File: config.mk
export PLATFORM = sky130hd
export DESIGN_NAME = pipe_ctrl
export DESIGN_NICKNAME = d
export VERILOG_FILES = /design/src/rtl/pipe_ctrl.sv
export SDC_FILE = /design/constraint.sdc
export NUM_CORES = 1
export LEC_CHECK = 0
export BUFFER_PORTS_ARGS = -buffer_cell sky130_fd_sc_hd__buf_2
export CAP_MARGIN = 20
export CORE_MARGIN = 3
export CORE_UTILIZATION = 47
export CTS_BUF_LIST = sky130_fd_sc_hd__clkbuf_16
export DETAILED_ROUTE_END_ITERATION = 10
export HOLD_SLACK_MARGIN = 0.03
export PLACE_DENSITY = 0.83
export SLEW_MARGIN = 20
export SYNTH_ARGS = -nofsm -noshare
export SYNTH_HDL_FRONTEND = slang
export SYNTH_SLANG_ARGS = --single-unit
File: constraint.sdc
create_clock -name clk -period 2.23 [get_ports clk]
set_input_delay 0.446 -clock clk [delete_from_list [all_inputs] [get_ports clk]]
set_output_delay 0.446 -clock clk [all_outputs]
set_load 0.02 [all_outputs]
File: src/rtl/pipe_ctrl.sv
// pipe_ctrl: N-stage stall/flush/redirect controller with stall watchdog.
// Optional perf counters enabled by defining PIPE_CTRL_PERF_EN.
module pipe_ctrl #(
  parameter int NUM_STAGES    = 6,
  parameter int SW            = $clog2(NUM_STAGES),
  parameter int STALL_TIMEOUT = 1024,
  parameter int CNT_W         = 32
) (
  input  logic                  clk,
  input  logic                  rst,
  input  logic [NUM_STAGES-1:0] stallreq,
  input  logic                  flush_req,
  input  logic [SW-1:0]         flush_stage,
  input  logic [31:0]           flush_pc,
  output logic [NUM_STAGES-1:0] stall,
  output logic [NUM_STAGES-1:0] bubble,
  output logic [NUM_STAGES-1:0] flush,
  output logic                  redirect_valid,
  output logic [31:0]           redirect_pc,
  output logic                  stall_timeout,
  output logic [CNT_W-1:0]      perf_stall_cycles,
  output logic [CNT_W-1:0]      perf_flush_count
);
  typedef enum logic {RUN, FLUSH} state_t;
  state_t                state_q, state_d;
  logic [NUM_STAGES-1:0] flush_q, flush_d, eff, fmask;
  logic                  redirect_valid_q, redirect_valid_d;
  logic [31:0]           redirect_pc_q, redirect_pc_d;
  logic                  stall_timeout_q, stall_timeout_d;
  logic [CNT_W-1:0]      wd_q, wd_d;
  logic [SW-1:0]         s_c;
  logic                  stall_any;
  always_comb begin
    s_c = (int'(flush_stage) >= NUM_STAGES) ? SW'(NUM_STAGES - 1) : flush_stage;
    fmask = '0;
    for (int k = 0; k < NUM_STAGES; k++) fmask[k] = (k <= int'(s_c));
  end
  // Flushed stages ignore their own hold requests during the flush cycle.
  always_comb begin
    eff = stallreq & ~((state_q == FLUSH) ? flush_q : '0);
    stall = '0;
    bubble = '0;
    for (int k = 0; k < NUM_STAGES; k++) stall[k] = |(eff >> k);
    for (int k = 0; k < NUM_STAGES - 1; k++) bubble[k] = stall[k] & ~stall[k+1];
  end
  always_comb begin
    state_d          = flush_req ? FLUSH : RUN;
    flush_d          = flush_req ? fmask : '0;
    redirect_valid_d = flush_req;
    redirect_pc_d    = flush_req ? flush_pc : redirect_pc_q;
    stall_any        = |stall;
    wd_d             = stall_any ? ((&wd_q) ? wd_q : wd_q + 1'b1) : '0;
    stall_timeout_d  = stall_timeout_q | (stall_any && wd_q >= CNT_W'(STALL_TIMEOUT - 1));
  end
  always_ff @(posedge clk or negedge rst) begin
    if (!rst) begin
      state_q          <= RUN;
      flush_q          <= '0;
      redirect_valid_q <= 1'b0;
      redirect_pc_q    <= '0;
      stall_timeout_q  <= 1'b0;
      wd_q             <= '0;
    end else begin
      state_q          <= state_d;
      flush_q          <= flush_d;
      redirect_valid_q <= redirect_valid_d;
      redirect_pc_q    <= redirect_pc_d;
      stall_timeout_q  <= stall_timeout_d;
      wd_q             <= wd_d;
    end
  end
  assign flush          = flush_q;
  assign redirect_valid = redirect_valid_q;
  assign redirect_pc    = redirect_pc_q;
  assign stall_timeout  = stall_timeout_q;
`ifdef PIPE_CTRL_PERF_EN
  logic [CNT_W-1:0] psc_q, psc_d, pfc_q, pfc_d;
  always_comb begin
    psc_d = (stall_any && !(&psc_q)) ? psc_q + 1'b1 : psc_q;
    pfc_d = (state_q == FLUSH && !(&pfc_q)) ? pfc_q + 1'b1 : pfc_q;
  end
  always_ff @(posedge clk or negedge rst) begin
    if (!rst) begin
      psc_q <= '0;
      pfc_q <= '0;
    end else begin
      psc_q <= psc_d;
      pfc_q <= pfc_d;
    end
  end
  assign perf_stall_cycles = psc_q;
  assign perf_flush_count  = pfc_q;
`else
  assign perf_stall_cycles = '0;
  assign perf_flush_count  = '0;
`endif
endmodule
* Word-level counts from Yosys, hierarchy flattened
Index checks and enable logic that the tools add are counted.
Cells by class: reduce and logical (&&, ||, !) cells 7, $add $sub $neg 1, bitwise logic cells 13, order comparisons 7, mux-type cells 6, eq/ne operators 1
Operators with widths (count):
- $mux 32 | 2
- $add 32x1->32 const B | 1
- $ge 32x10->1 const B | 1
- $reduce_and 32->1 | 1
- $mux 6 | 2
- $and 6x6->6 | 1
- $le 2x3->1 const A | 2
- $le 3x3->1 const A | 2
- $not 6->6 | 1
- $reduce_or 6->1 | 1
- $and 1x1->1 | 5
- $not 1->1 | 5
- $reduce_or 5->1 | 1
- $reduce_or 4->1 | 1
- $ge 3x3->1 const B | 1
- $le 1x3->1 const A | 1
- $mux 3 | 1
- $reduce_or 3->1 | 1
- $ne 2x2->1 const B | 1
- $reduce_or 2->1 | 1
- $logic_and 1x1->1 | 1
- $mux 1 | 1
- $or 1x1->1 | 1
Word-level totals: register bits after elaboration 73, output and inout bits 116, word-level logic and storage cells 41, input bits 44

* Longest topological paths before layout
Gate-level depths: netlist of the first run.
depth in word-level cells 6, gate-level depth with buffers 8, gate-level depth less buffers 6

* Worst setup path after synthesis of the first run
Ideal clock, no wire load.
path type flip-flop to output port, from register flush_q[0], in the netlist flush[0], to output bubble[0], data required time 1784 ps, arrival 2057 ps, stages on the path, launching flop included 6, slack -273 ps, cell sequence dfrtp_1 > clkbuf_1 > o221a_2 > and2_1 > o2111ai_1 > nor3b_1
Between the ends: word-level cells in the longest chain between the ends 5
RTL lines:
- from (decl) | line 26 | logic [NUM_STAGES-1:0] flush_q, flush_d, eff, fmask;
- from (signal assigned) | line 65 | flush_q <= flush_d;
- $mux 6 | line 40 | eff = stallreq & ~((state_q == FLUSH) ? flush_q : '0);
- $not 6->6 | line 40
- $and 6x6->6 | line 40
- $reduce_or 6->1 | line 43 | for (int k = 0; k < NUM_STAGES; k++) stall[k] = |(eff >> k);
- $and 1x1->1 | line 44 | for (int k = 0; k < NUM_STAGES - 1; k++) bubble[k] = stall[k] & ~stall[k+1];
- to (decl) | line 16 | output logic [NUM_STAGES-1:0] bubble,
No other way between the ends.

* Worst setup path in the final report of the first run
from register flush_q[2], in the netlist flush[2], to output stall[0]
Between the ends: word-level cells in the longest chain between the ends 4
RTL lines:
- $mux 6 | line 40
- $not 6->6 | line 40
- $and 6x6->6 | line 40
- $reduce_or 6->1 | line 43
- to (decl) | line 15 | output logic [NUM_STAGES-1:0] stall,
No other way between the ends.

==> run summary, run 1 <==
At the pin with the least slew margin, the transition time is 0.728 ns. Setup clock skew after layout: 0.00891 ns. The logs give 32 for the number of cell rows and 4 for the number of optimization iterations in the first detailed-route pass.

The number of buffers and inverters on the critical path is 3. The final worst setup slack was 0.111 ns. Fill cells in the final layout number 640. The setup slack at placement is 0.130 ns.

The run gives 0.569 mV as the worst supply voltage drop on vdd. The count of flip-flops with a built-in enable after synthesis works out to 0. CTS placed an instance of clkbuf_16 at the clock tree root.

The critical path depth in cells came out at 6. The tightest min-delay check is of the primary input to flip-flop type. The kind of start point of the critical path was a flip-flop. The cell with the biggest individual delay on the critical path is dfrtp_1. Die outline height: 97.1 microns. The die span in x is 97.1 microns. Number of cells on the worst reg-to-reg path: 7.

The tools report the antenna cell count as 0. The most common flop cell mapped by yosys is dfrtp_1. After synthesis, the share of flip-flops with an asynchronous set or reset is 100%. Across all hold checks on the routed design, the worst slack comes to 0.346 ns. The worst hold path passes through 2 cells. The run gives 6.14 mm as the detailed placer's ending HPWL. The run gives 0 as the final setup violation count. The post-detailed-route DRC marker count is 0, and the H-tree depth is 3. The die covers 9420 sq um. The clock drives 71 sinks. The synthesized design contains 71 register bits. TritonCTS built the clock tree.

The post-route minimum period is 2.12 ns, and the power per cell area is 867 nW/um^2. The floorplan step defined a core boundary enclosing 7890 sq um. Count of unique library cells instantiated by Yosys: 50. The worst setup path is of the flip-flop to output port kind. The final critical path takes up 95.0% of the cycle. Average detailed-routed wire length per instance: 14.1 microns. The number of global-route vias before repair was 2998. Max-cap violations in this run came to 0. The leakage power is 2.19 nW, and the top cell type's share of synthesized area is 45.6%. The largest incremental delay on the critical path was 0.36 ns; the detail-routed via count per cell was 5.13.

Walking the worst path, the cells encountered are nand2b_1 > o221a_2 > and3_1 > buf_12 > inv_1 > buf_2. The count of buffers added on input and output ports is 94. The initial antenna violation count was 0. Final layout net count: 528. The run gives 472 MHz as the maximum operating frequency. The global-route wire length before repair came out at 13.7 mm.

STA classifies the critical path endpoint as an output port. Measured against its own limit, the worst slew margin works out to 51.5%. The post-synthesis cell type with the largest combined area is dfrtp_1. Worst-case clock buffer depth: 2. In this run the worst path has a maximum fanout of 27. The run gives 158 as the initial detailed-routing violation count. The number of top-level pins is 160. The congestion estimate from routability-driven global placement came to 0.840.

The initial core utilization was 49.4%. Largest delay contributor family on the critical path: buffers and inverters. The fraction of final layout cells sized beyond drive strength 1 is 35.2%. The clock latency on the worst-skew pair is 0.33 ns, and the number of warnings reported in the yosys synthesis log is 0. The combined global-route utilization of all metal layers was 17.6%; the total negative slack was 0 ns. The fraction of the yosys area taken by sequential cells was 45.6%.

For the final routed wirelength across all metal layers, the log shows 8.34 mm. The run finished with clean final reports. Setup repair after global routing left no endpoint under its margin.

The hold violation total from the final report is 0. After synthesis the cells add up to 3900 sq um. The max-slew violation count is 0. Compared with the post-synthesis result, the final layout area differs by 18.7%. The logs give 1.67 ns for the data arrival time of the critical path and 3029 for the total vias in the final route. The synthesized area per cell is 10.3 sq um.

Counting the buffers created by CTS gives 9. Clock-pin slew was measured on the worst setup and hold paths at 0.06 ns. Synthesis produced 380 cells.

The data required time at the worst endpoint came out at 1.78 ns. The total overflow left after global routing is 0. The remaining antenna violation count after routing came out at 0. In the post-synthesis netlist, the biggest area contributors are dfrtp_1 (46%), buf_4 (13%), mux2_2 (9.2%).

Entering global routing, the biggest net connects 63 pins.
[synthesized netlist by cell type, types with 5 or more instances]
cell type  instances
clkbuf_1          10
or3_1              8
inv_1             11
nor4_1             8
dfrtp_1           71
mux2_2            32
o211ai_1           6
nor2_1            19
buf_4             67
nand4_1            9
nand2_1           25
nand3_1           10
and3_1             5
a21oi_1           14
o21ai_0           13
nor3_1             5
xnor2_1            7
a211oi_1           5
[final cells by class]
cell class | count | area [sq um] | share of cell area (%)
multi-input combinational | 282 | 1770 | 38.2
clock inverter | 7 | 78.8 | 1.70
tap | 102 | 128 | 2.76
clock buffer | 9 | 225 | 4.87
inverter | 11 | 41.3 | 0.893
sequential | 71 | 1780 | 38.4
timing repair buffer | 108 | 606 | 13.1
[logic make-up (layout without fill, tap and decap cells)]
family | after synthesis | in the layout | share of synthesized area, %
xor+xnor | 8 | 8 | 1.80
other cells | 1 | 65 | 0.0962
compound gates | 56 | 56 | 9.38
fa+ha+maj | 1 | 1 | 0.321
buf+inv | 91 | 135 | 15.6
flops | 71 | 71 | 45.6
simple gates | 118 | 118 | 17.4
mux | 34 | 34 | 9.76
[repair_timing]
| action | in CTS | in global routing |
|---|---|---|
| endpoints found under the setup margin | 2 | 4 |
| buffers inserted | 0 | 4 |
| pin swaps | 0 | 1 |
| endpoints found under the hold margin | 9 | 0 |
| gates resized for setup | 1 | 4 |
| hold buffers | 1 | 0 |
[sequential cells by signal (all words and copies together), names as in the netlist]
name,flops
stall_timeout,1
wd_q,32
redirect_pc,32
flush,6
[path summary, 6_finish.rpt]
kind,start,endpoint,slack [ns]
max reg2reg,wd_q[0]$_DFFE_PN0P_,wd_q[5]$_DFFE_PN0P_,0.16
min reg2reg,stall_timeout$_DFF_PN0_,stall_timeout$_DFF_PN0_,0.47
min,flush_pc[23],redirect_pc[23]$_DFFE_PN0P_,0.35
max,flush[2]$_DFF_PN0_,stall[0],0.11
max in group asynchronous,rst,flush[0]$_DFF_PN0_,1.13
min in group asynchronous,rst,redirect_pc[16]$_DFFE_PN0P_,0.51
[worst reg2reg max path: cells and delay by family (launching register included)]
family	cells	cell delay (ns)
and+or+nand+nor	5	1.20
DFF	1	0.40
adders and majority gates	1	0.23
buffers and inverters	1	0.19
[metrics by stage]
stage	instance area (sq um)	power, mW	utilization [%]	instances
finish	4630	4.01	58.6	590
global route	4630	4.23	58.6	590
CTS	4580	4.02	58.1	586
detailed placement	4260	2.56	54.1	569
global placement	4260	2.51	54.1	569
floorplan	4140	2.36	-	444
[metal layers]
| metal | vias to the layer above | share of wire (%) | track usage [%] |
|---|---|---|---|
| met2 | 149 | 46 | 27.6 |
| met4 | 0 | 1.9 | 7.13 |
| li1 | 1427 | - | - |
| met1 | 1441 | 41 | 21.1 |
| met5 | - | 0 | 0 |
| met3 | 12 | 11 | 7.97 |
[report_power, final]
part,internal [mW],switching (mW),total (mW)
Sequential,1.52,0.237,1.75
Combinational,0.316,0.482,0.798
Clock,0.881,0.576,1.46
[layout by cell type, fill, tap and decap left out, types with 5 or more instances in the layout]
master / netlist / routed
a21oi_1: 14 / 14
nor4_1: 8 / 8
conb_1: 1 / 65
o211ai_1: 6 / 6
xnor2_1: 7 / 7
buf_4: 67 / 12
and3_1: 5 / 5
nand2_1: 25 / 25
o21ai_0: 13 / 13
mux2_2: 32 / 32
nor3_1: 5 / 5
nor2_1: 19 / 19
a211oi_1: 5 / 5
buf_2: 1 / 93
nand3_1: 10 / 9
clkbuf_16: 0 / 9
nand4_1: 9 / 9
or3_1: 8 / 8
dfrtp_1: 71 / 70
inv_1: 11 / 11
Note: power is estimated with default switching activity, not from simulation.
==> run 2, diff against run 1 <==
--- a/config.mk
+++ b/config.mk
@@ -8,11 +8,11 @@
 export BUFFER_PORTS_ARGS = -buffer_cell sky130_fd_sc_hd__buf_2
 export CAP_MARGIN = 20
 export CORE_MARGIN = 3
-export CORE_UTILIZATION = 47
+export CORE_UTILIZATION = 40
 export CTS_BUF_LIST = sky130_fd_sc_hd__clkbuf_16
 export DETAILED_ROUTE_END_ITERATION = 10
 export HOLD_SLACK_MARGIN = 0.03
-export PLACE_DENSITY = 0.83
+export PLACE_DENSITY = 0.73
 export SLEW_MARGIN = 20
 export SYNTH_ARGS = -nofsm -noshare
 export SYNTH_HDL_FRONTEND = slang
==> run 2 against run 1 <==
Against the previous run: clock power is 13% higher; combinational power is 2% higher; design area rose by 1.4%; hold slack worse by 0.0036 ns; via count decreased by 0.83%; critical path depth unchanged; final cell count up 4.6%; clock skew down 0.0018 ns; die area grew 16%; critical path type unchanged.
==> run summary, run 2 (synthesis gave the netlist of run 1 again) <==
The post-route netlist has 35.2% of its cells at a drive strength greater than 1. The tools report the total negative slack as 0 ns. Net switching is 30.4% of the power. After detailed routing, the average wire length per cell comes to 13.7 microns.

Along the worst path, the maximum fanout reaches 4. For the final routed wirelength across all metal layers, the log shows 8.48 mm. STA classifies the critical path endpoint as an output port. The number of global-route vias before repair is 2986, and the count of input and output buffers is 94.

The area of placed instances was 4290 sq um; the number of top-level pins was 160. The weighted congestion reported at the end of routability-driven placement came out at 0.892. The die span in x works out to 105 microns. The clock drives 71 sinks.

The post-route minimum period was 2.09 ns; the share of total power in sequential cells was 41.6%. Leaving out fill and tap cells, the most frequent cells in the layout are buf_2 (93), dfrtp_1 (70), conb_1 (65). For this run, the total global-route usage over all layers was measured as 16.0%. The leading cell type in the layout, fill and taps excluded was buf_2. The logs give 0 for the final setup violation count and 0.622 mV for the worst supply voltage drop on vdd.

STA classifies the critical path startpoint as a flip-flop. The number of optimization iterations in the first detailed-route pass was 4; the number of filler cells placed in the layout was 847. The clock reaches the later pin of the worst-skew pair after 0.33 ns. The leakage power is 2.21 nW, and the final cycle utilization of the critical path is 93.8%. Clock-pin slew was measured on the worst setup and hold paths at 0.06 ns. Using the TritonRoute via totals, the vias-per-cell ratio works out to 4.87. The run gives 0 as the overflow left after global routing.

The flow ran to the end, and the final reports show no timing, DRC or antenna violations. The run gives 35 as the number of cell rows. Internal power comes to 2.93 mW. The number of cells traversed by the worst hold path is 2. The tools report the hold violation total from the final report as 0. The logs give 0 for the remaining antenna violation count after routing and 1.28 mW for the total net switching power.

The initial antenna violation count was 0; the die outline height was 105 microns. The clock arrives with 0.00714 ns of skew. The share of total power dissipated in the clock network is 39.2%. Routed signal wires occupy layers up through met4.

Full die area: 11000 sq um. Compared with the post-synthesis result, the final layout area differs by 20.4%. Buffers inserted during clock tree synthesis total 9. Entering global routing, the biggest net connects 66 pins. The data arrival time of the critical path is 1.65 ns. The power per cell area was 899 nW/um^2. The category of the critical setup timing path is flip-flop to output port. The buffer type at the clock tree root is clkbuf_16. The H-tree was split into 3 levels.

The first global-routing pass estimated 14.3 mm of wire. The clock passes through at most 2 buffers. Setup repair after global routing left no endpoint under its margin. After floorplanning, the core was sized to cover 9370 sq um. Across the run, the number of max-cap violations was 0. The routed layout has 3004 vias. For the initial core utilization, the log shows 41.6%.

The max-slew violation count is 0. TritonCTS built the clock tree. The detailed router finished its first iteration with 179 violations.

The worst slew margin relative to its limit is 50.4%, and the final layout net count is 528. The combinational share of power is 19.2%, and the setup slack at placement is 0.126 ns. Worst hold path class: primary input to flip-flop. The post-route standard cell area excluding fillers is 4690 sq um.

Timing would allow up to 478 MHz. Detailed routing placed a total of 3.80 mm of wire on met2. The met1 wire length was 3.48 mm. STA puts the critical path data required time at 1.78 ns. Summing all flip-flop and latch instances after layout gives 1780 sq um.

The post-detailed-route DRC marker count was 0; the detailed placer's ending HPWL was 6.08 mm. For the pin with the worst max-slew slack, the measured transition is 0.744 ns. The routed length on met3 is 998 microns, and the final worst setup slack is 0.139 ns.

The multi-input gate area in the final layout was 1770 sq um; the antenna cell count was 0. The worst register-to-register path has a depth of 7.
## run 2: changes by cell type in the layout (fill, tap and decap cells not counted), sizes merged
cell,previous run,this run
bufinv,1,3
clkinv,1,3
clkinvlp,1,0
inv,15,12
## run 2: final cells by class
type	count	area share (%)
clock buffers	9	4.80
clock inverters	7	2.56
inverters	11	0.880
multi-input cells	282	37.8
flip-flops and latches	71	37.9
well taps	129	3.44
repair buffers	108	12.6
## run 2: stage by stage
stage          power, mW  hold slack (ns)  std cells  util, %
4_1_cts             4.24            0.331        616     49.8
5_1_grt             4.43            0.337        617     50.0
6_report            4.22            0.342        617     50.0
3_5_place_dp        2.56            0.299        597     45.8
2_1_floorplan       2.36            0.150        444        -
3_3_place_gp        2.53            0.294        597     45.8
## run 2: power groups by stage
stage	Combinational, mW	Clock (mW)	Sequential [mW]
floorplan	0.570	0	1.79
global placement	0.776	0	1.75
detailed placement	0.801	0	1.76
CTS	0.810	1.68	1.75
global route	0.902	1.74	1.79
finish	0.810	1.65	1.75
## run 2: critical path: stages, from the launching register on
cell	delay (ns)
dfrtp_1	0.36
nand2b_1	0.11
o221a_2	0.21
and2_4	0.16
o2111ai_2	0.14
nor3b_2	0.18
buf_4	0.16
## run 2: repair_timing
| item | 4_1_cts | 5_1_grt |
|---|---|---|
| hold endpoints to repair | 6 | 0 |
| resized for setup | 1 | 5 |
| setup buffers | 2 | 1 |
| hold buffers | 1 | 0 |
| pin swaps | 0 | 1 |
| setup endpoints to repair | 2 | 6 |
## run 2: path summary, 6_finish.rpt
check,start,to,slack (ns)
setup / recovery,flush[5]$_DFF_PN0_,bubble[0],0.14
hold / removal,flush_pc[8],redirect_pc[8]$_DFFE_PN0P_,0.34
setup reg to reg,wd_q[0]$_DFFE_PN0P_,wd_q[7]$_DFFE_PN0P_,0.17
hold reg to reg,stall_timeout$_DFF_PN0_,stall_timeout$_DFF_PN0_,0.49
max in group asynchronous,rst,flush[0]$_DFF_PN0_,1.16
min in group asynchronous,rst,redirect_pc[6]$_DFFE_PN0P_,0.49
## run 2: layer usage
metal  global-route usage, %  vias up
met5                       0        -
met4                    7.22        0
met3                    5.62       19
met2                    25.5      182
met1                    19.5     1377
li1                        -     1426
